## src/rtl/pipe_ctrl.sv

```systemverilog
// Pipeline register control for the IF, ID and EX stages: PC, IF/ID and ID/EX
// registers with stall/flush handling, plus saturating stall and flush counters.
module pipe_ctrl #(
  parameter logic [31:0] RESET_PC = 32'h0000_0000,
  parameter int unsigned CNT_W    = 16
) (
  input  logic             clk,
  input  logic             reset,
  input  logic             StallF,
  input  logic             StallD,
  input  logic             FlushE,
  input  logic             PCSrcD,
  input  logic [31:0]      PCBranchD,
  input  logic [31:0]      InstrF,
  input  logic             RegWriteD,
  input  logic             MemtoRegD,
  input  logic             MemWriteD,
  input  logic             ALUSrcD,
  input  logic             RegDstD,
  input  logic [2:0]       ALUControlD,
  input  logic [4:0]       RsD,
  input  logic [4:0]       RtD,
  input  logic [4:0]       RdD,
  output logic [31:0]      PCF,
  output logic [31:0]      InstrD,
  output logic [31:0]      PCPlus4D,
  output logic             ValidD,
  output logic             ValidE,
  output logic             RegWriteE,
  output logic             MemtoRegE,
  output logic             MemWriteE,
  output logic             ALUSrcE,
  output logic             RegDstE,
  output logic [2:0]       ALUControlE,
  output logic [4:0]       RsE,
  output logic [4:0]       RtE,
  output logic [4:0]       RdE,
  output logic [CNT_W-1:0] StallCount,
  output logic [CNT_W-1:0] FlushCount
);

  logic [31:0]      r_pc;
  logic [31:0]      r_instr_d;
  logic [31:0]      r_pc_plus4_d;
  logic             r_valid_d;
  logic             r_valid_e;
  logic             r_reg_write_e;
  logic             r_mem_to_reg_e;
  logic             r_mem_write_e;
  logic             r_alu_src_e;
  logic             r_reg_dst_e;
  logic [2:0]       r_alu_ctrl_e;
  logic [4:0]       r_rs_e;
  logic [4:0]       r_rt_e;
  logic [4:0]       r_rd_e;
  logic [CNT_W-1:0] r_stall_cnt;
  logic [CNT_W-1:0] r_flush_cnt;

  logic [31:0]      w_pc_plus4_f;
  logic             w_branch_taken;
  logic             w_stall_any;
  logic             w_flush_any;

  // A branch resolved while decode is stalled has stale operands, so it is ignored.
  assign w_pc_plus4_f   = r_pc + 32'd4;
  assign w_branch_taken = PCSrcD && !StallD;
  assign w_stall_any    = StallF || StallD;
  assign w_flush_any    = FlushE || w_branch_taken;

  always_ff @(posedge clk) begin
    if (reset) begin
      r_pc           <= RESET_PC;
      r_instr_d      <= 32'd0;
      r_pc_plus4_d   <= 32'd0;
      r_valid_d      <= 1'b0;
      r_valid_e      <= 1'b0;
      r_reg_write_e  <= 1'b0;
      r_mem_to_reg_e <= 1'b0;
      r_mem_write_e  <= 1'b0;
      r_alu_src_e    <= 1'b0;
      r_reg_dst_e    <= 1'b0;
      r_alu_ctrl_e   <= 3'd0;
      r_rs_e         <= 5'd0;
      r_rt_e         <= 5'd0;
      r_rd_e         <= 5'd0;
      r_stall_cnt    <= '0;
      r_flush_cnt    <= '0;
    end else begin
      if (!StallF) begin
        r_pc <= w_branch_taken ? PCBranchD : w_pc_plus4_f;
      end

      if (!StallD) begin
        if (PCSrcD) begin
          r_instr_d    <= 32'd0;
          r_pc_plus4_d <= 32'd0;
          r_valid_d    <= 1'b0;
        end else begin
          r_instr_d    <= InstrF;
          r_pc_plus4_d <= w_pc_plus4_f;
          r_valid_d    <= 1'b1;
        end
      end

      // ID/EX is never held: either a bubble or a fresh load every cycle.
      if (FlushE) begin
        r_valid_e      <= 1'b0;
        r_reg_write_e  <= 1'b0;
        r_mem_to_reg_e <= 1'b0;
        r_mem_write_e  <= 1'b0;
        r_alu_src_e    <= 1'b0;
        r_reg_dst_e    <= 1'b0;
        r_alu_ctrl_e   <= 3'd0;
        r_rs_e         <= 5'd0;
        r_rt_e         <= 5'd0;
        r_rd_e         <= 5'd0;
      end else begin
        r_valid_e      <= r_valid_d;
        r_reg_write_e  <= RegWriteD;
        r_mem_to_reg_e <= MemtoRegD;
        r_mem_write_e  <= MemWriteD;
        r_alu_src_e    <= ALUSrcD;
        r_reg_dst_e    <= RegDstD;
        r_alu_ctrl_e   <= ALUControlD;
        r_rs_e         <= RsD;
        r_rt_e         <= RtD;
        r_rd_e         <= RdD;
      end

      if (w_stall_any && (r_stall_cnt != {CNT_W{1'b1}})) begin
        r_stall_cnt <= r_stall_cnt + CNT_W'(1);
      end
      if (w_flush_any && (r_flush_cnt != {CNT_W{1'b1}})) begin
        r_flush_cnt <= r_flush_cnt + CNT_W'(1);
      end
    end
  end

  assign PCF         = r_pc;
  assign InstrD      = r_instr_d;
  assign PCPlus4D    = r_pc_plus4_d;
  assign ValidD      = r_valid_d;
  assign ValidE      = r_valid_e;
  assign RegWriteE   = r_reg_write_e;
  assign MemtoRegE   = r_mem_to_reg_e;
  assign MemWriteE   = r_mem_write_e;
  assign ALUSrcE     = r_alu_src_e;
  assign RegDstE     = r_reg_dst_e;
  assign ALUControlE = r_alu_ctrl_e;
  assign RsE         = r_rs_e;
  assign RtE         = r_rt_e;
  assign RdE         = r_rd_e;
  assign StallCount  = r_stall_cnt;
  assign FlushCount  = r_flush_cnt;

endmodule

```

## config.mk

```make
export PLATFORM = sky130hd
export DESIGN_NAME = pipe_ctrl
export DESIGN_NICKNAME = d
export VERILOG_FILES = /design/src/rtl/pipe_ctrl.sv
export SDC_FILE = /design/constraint.sdc
export NUM_CORES = 1
export LEC_CHECK = 0
export ABC_AREA = 0
export CAP_MARGIN = 0
export CORE_UTILIZATION = 44
export CTS_CLUSTER_DIAMETER = 100
export CTS_CLUSTER_SIZE = 40
export DETAILED_ROUTE_END_ITERATION = 6
export GPL_ROUTABILITY_DRIVEN = 0
export PLACE_DENSITY = 0.81
export SYNTH_ARGS = -nofsm -noshare
export SYNTH_HDL_FRONTEND = slang
export SYNTH_SLANG_ARGS = --single-unit
```

## constraint.sdc

```tcl
create_clock -name clk -period 2.6 [get_ports clk]
set_clock_uncertainty 0.05 [all_clocks]
set_input_delay 0.65 -clock clk [delete_from_list [all_inputs] [get_ports clk]]
set_output_delay 0.65 -clock clk [all_outputs]
set_load 0.005 [all_outputs]
```

==> metrics <==
status complete, no violations; drt pass-1 iters 5; DRC 0; syn avg cell area 8.80 um2; hold bufs inserted after CTS 0; Final Hold Vio Count 0; RSZ-0062 raised after global routing false; Die X 122 um; cells after synthesis 717; worst hold path type reg -> reg; Core Rows 43; First DRT Iteration DRCs 356; starting density of the core 45.3%; share of layout cells above drive strength 1 7.55%; sequential share of the synthesized area 48.6%; Critical Path AT 2.63 ns; Worst Path Max Fanout 9; DR vias 6,155; worst vdd ir 469 uV; total negative slack 0 ns; Root Driver clkbuf_16; post-route insts no fill 1,148; Total Wirelength 18,900 um; commonest non-fill, non-tap cells in the layout 243 x clkdlybuf4s50_1, 153 x dfxtp_1, 97 x nor2_1; Critical Path Source Type flip-flop; final period utilization 91.5%; max-slew violation total from the final report 0; post-route ant nets 0; Ports 246; synth unique cells 50; Synth Warn # 0; clock slew at reported path FFs 0.06 ns; WL per Instance 16.4 um; Cells after DPL 1,115; GRT Total Usage 25.4%; Layout area overhead 52.2%; Nets 1,050; core box area 13,900 um2; vias per cell 5.36; Die ar. 14,800 um2; Async S/R FF share, synth 0%; clock buffer depth 2; H-Tree Depth 4; CP endpoint kind flip-flop; HPWL after detailed placement 13,300 um; Crit Path Class reg -> reg; Fillers 1,089; worst rel slew slack 20.6%; minimum clock period 2.38 ns; commonest non-fill, non-tap cell in the layout clkdlybuf4s50_1; Worst-Skew Late Latency 0.43 ns; CTS tree built; initial antenna violation count 0; number of synthesized flops with an enable pin 0; # clock sinks 153; MaxCap Viol Count 0; Port Buffer Count 245; vias in the first global route 5,640; GR Overflow Total 0; largest net degree at the start of global routing 52; mapped cell area 6310 um2; TritonCTS Buffers 17; postcts setup bufs 0; Final setup viols 0; CP Data Required Time 2.85 ns; worst slew pin tran 1.19 ns; Post-Syn Nets 813; Die Ht 122 um; post-synthesis register bit count 153; f_max 0.420 GHz; CTS resizes 0; Lkg Pwr 0.00337 uW; pwr dens 586 nW/um2; first-pass GRT wire length 29,100 um; Top FF cell, synth dfxtp_1
layer usage:
metal	vias up	wire length (um)	track usage, %
li1	3020	-	-
met1	2864	8100	32.7
met2	243	8960	40.7
met3	28	1460	6.79
met4	0	359	9.34
met5	-	0	0
cell usage after synthesis, types with 4 or more instances:
cell type	count	area share, %
nor3_1	16	1.3
xnor2_1	33	4.6
a31oi_1	4	0.40
nor2_1	98	5.8
a211oi_1	5	0.60
buf_1	7	0.42
nand2_1	56	3.3
o311ai_0	4	0.56
o22ai_1	10	0.99
o21ai_1	6	0.48
and2_1	25	2.5
nand4_1	10	0.99
a22oi_1	49	5.8
o21ai_0	38	3.0
a21oi_1	28	2.2
xor2_1	20	2.8
nor2b_1	7	0.69
nor4_2	6	1.2
or4_1	4	0.48
and3_1	12	1.2
nor3b_1	4	0.48
o211ai_1	4	0.48
dfxtp_1	153	49
nand3_1	21	1.7
clkbuf_1	40	2.4
inv_1	5	0.30
and4_1	7	0.97
nor4_1	8	0.79
final timing paths:
path / start / endpoint / slack [ns] / depth (start not counted)
worst max-delay path: PCF[8] / PCF[29] / 0.22 / 5
worst min-delay path: PCPlus4D[25] / PCPlus4D[25] / 0.40 / 2
worst max register to register: PCF[8] / PCF[29] / 0.22 / 5
worst min register to register: PCPlus4D[25] / PCPlus4D[25] / 0.40 / 2
registers in the layout, summed over array words and instances (netlist names):
| signal | cells |
|---|---|
| MemWriteE | 1 |
| StallCount | 16 |
| RegDstE | 1 |
| ALUControlE | 3 |
| RegWriteE | 1 |
| ALUSrcE | 1 |
| ValidD | 1 |
| RdE | 5 |
| ValidE | 1 |
| InstrD | 32 |
| PCPlus4D | 32 |
| PCF | 32 |
| MemtoRegE | 1 |
| FlushCount | 16 |
| RtE | 5 |
| RsE | 5 |
worst max-delay path, cell delays in order (launching register included):
cell,delay [ns]
dfxtp_1,0.52
nand4_2,0.14
or4_1,0.76
nor4_2,0.42
xnor2_1,0.23
o22ai_1,0.13
per-stage QoR:
| step | cell area (um2) | util, % | hold WS [ns] | total power, uW | setup slack (ns) |
|---|---|---|---|---|---|
| 6_report | 9600 | 68.9 | 0.397 | 5630 | 0.221 |
| 5_1_grt | 9600 | 68.9 | 0.417 | 5820 | 0.0948 |
| 4_1_cts | 9600 | 68.9 | 0.400 | 5670 | 0.240 |
| 3_5_place_dp | 8970 | 64.4 | 0.392 | 3070 | 0.0593 |
| 3_3_place_gp | 8970 | 64.4 | 0.386 | 3070 | 0.0665 |
| 2_1_floorplan | 6310 | - | 0.393 | 2720 | 0.411 |
final cells by class:
class | count | area, um2 | share of cell area (%)
flip-flops and latches | 153 | 3060 | 31.9
multi-input cells | 508 | 3030 | 31.5
repair buffers | 269 | 2640 | 27.5
clock buffers | 17 | 425 | 4.43
well taps | 180 | 225 | 2.35
clock inverters | 15 | 200 | 2.08
inverters | 5 | 18.8 | 0.195
diodes | 1 | 2.50 | 0.0261
where the power goes:
| part | switching [uW] | internal (uW) | leakage, uW |
|---|---|---|---|
| registers | 59.7 | 2410 | 0.00124 |
| clock network | 995 | 1600 | 0.000295 |
| logic | 227 | 327 | 0.00183 |
cell families (layout without fill, tap and decap cells):
logic type | Yosys count | count (layout) | share of synthesized area, %
and+or+nand+nor | 288 | 288 | 23.1
AOI/OAI and AO/OA | 161 | 161 | 16.4
DFF | 153 | 153 | 48.6
buffers and inverters | 56 | 306 | 3.51
xor gates and xnor gates | 53 | 53 | 7.36
adders and majority gates | 3 | 3 | 0.595
muxes | 3 | 3 | 0.496
other | 0 | 1 | 0
(Power assumes the default switching activity.)
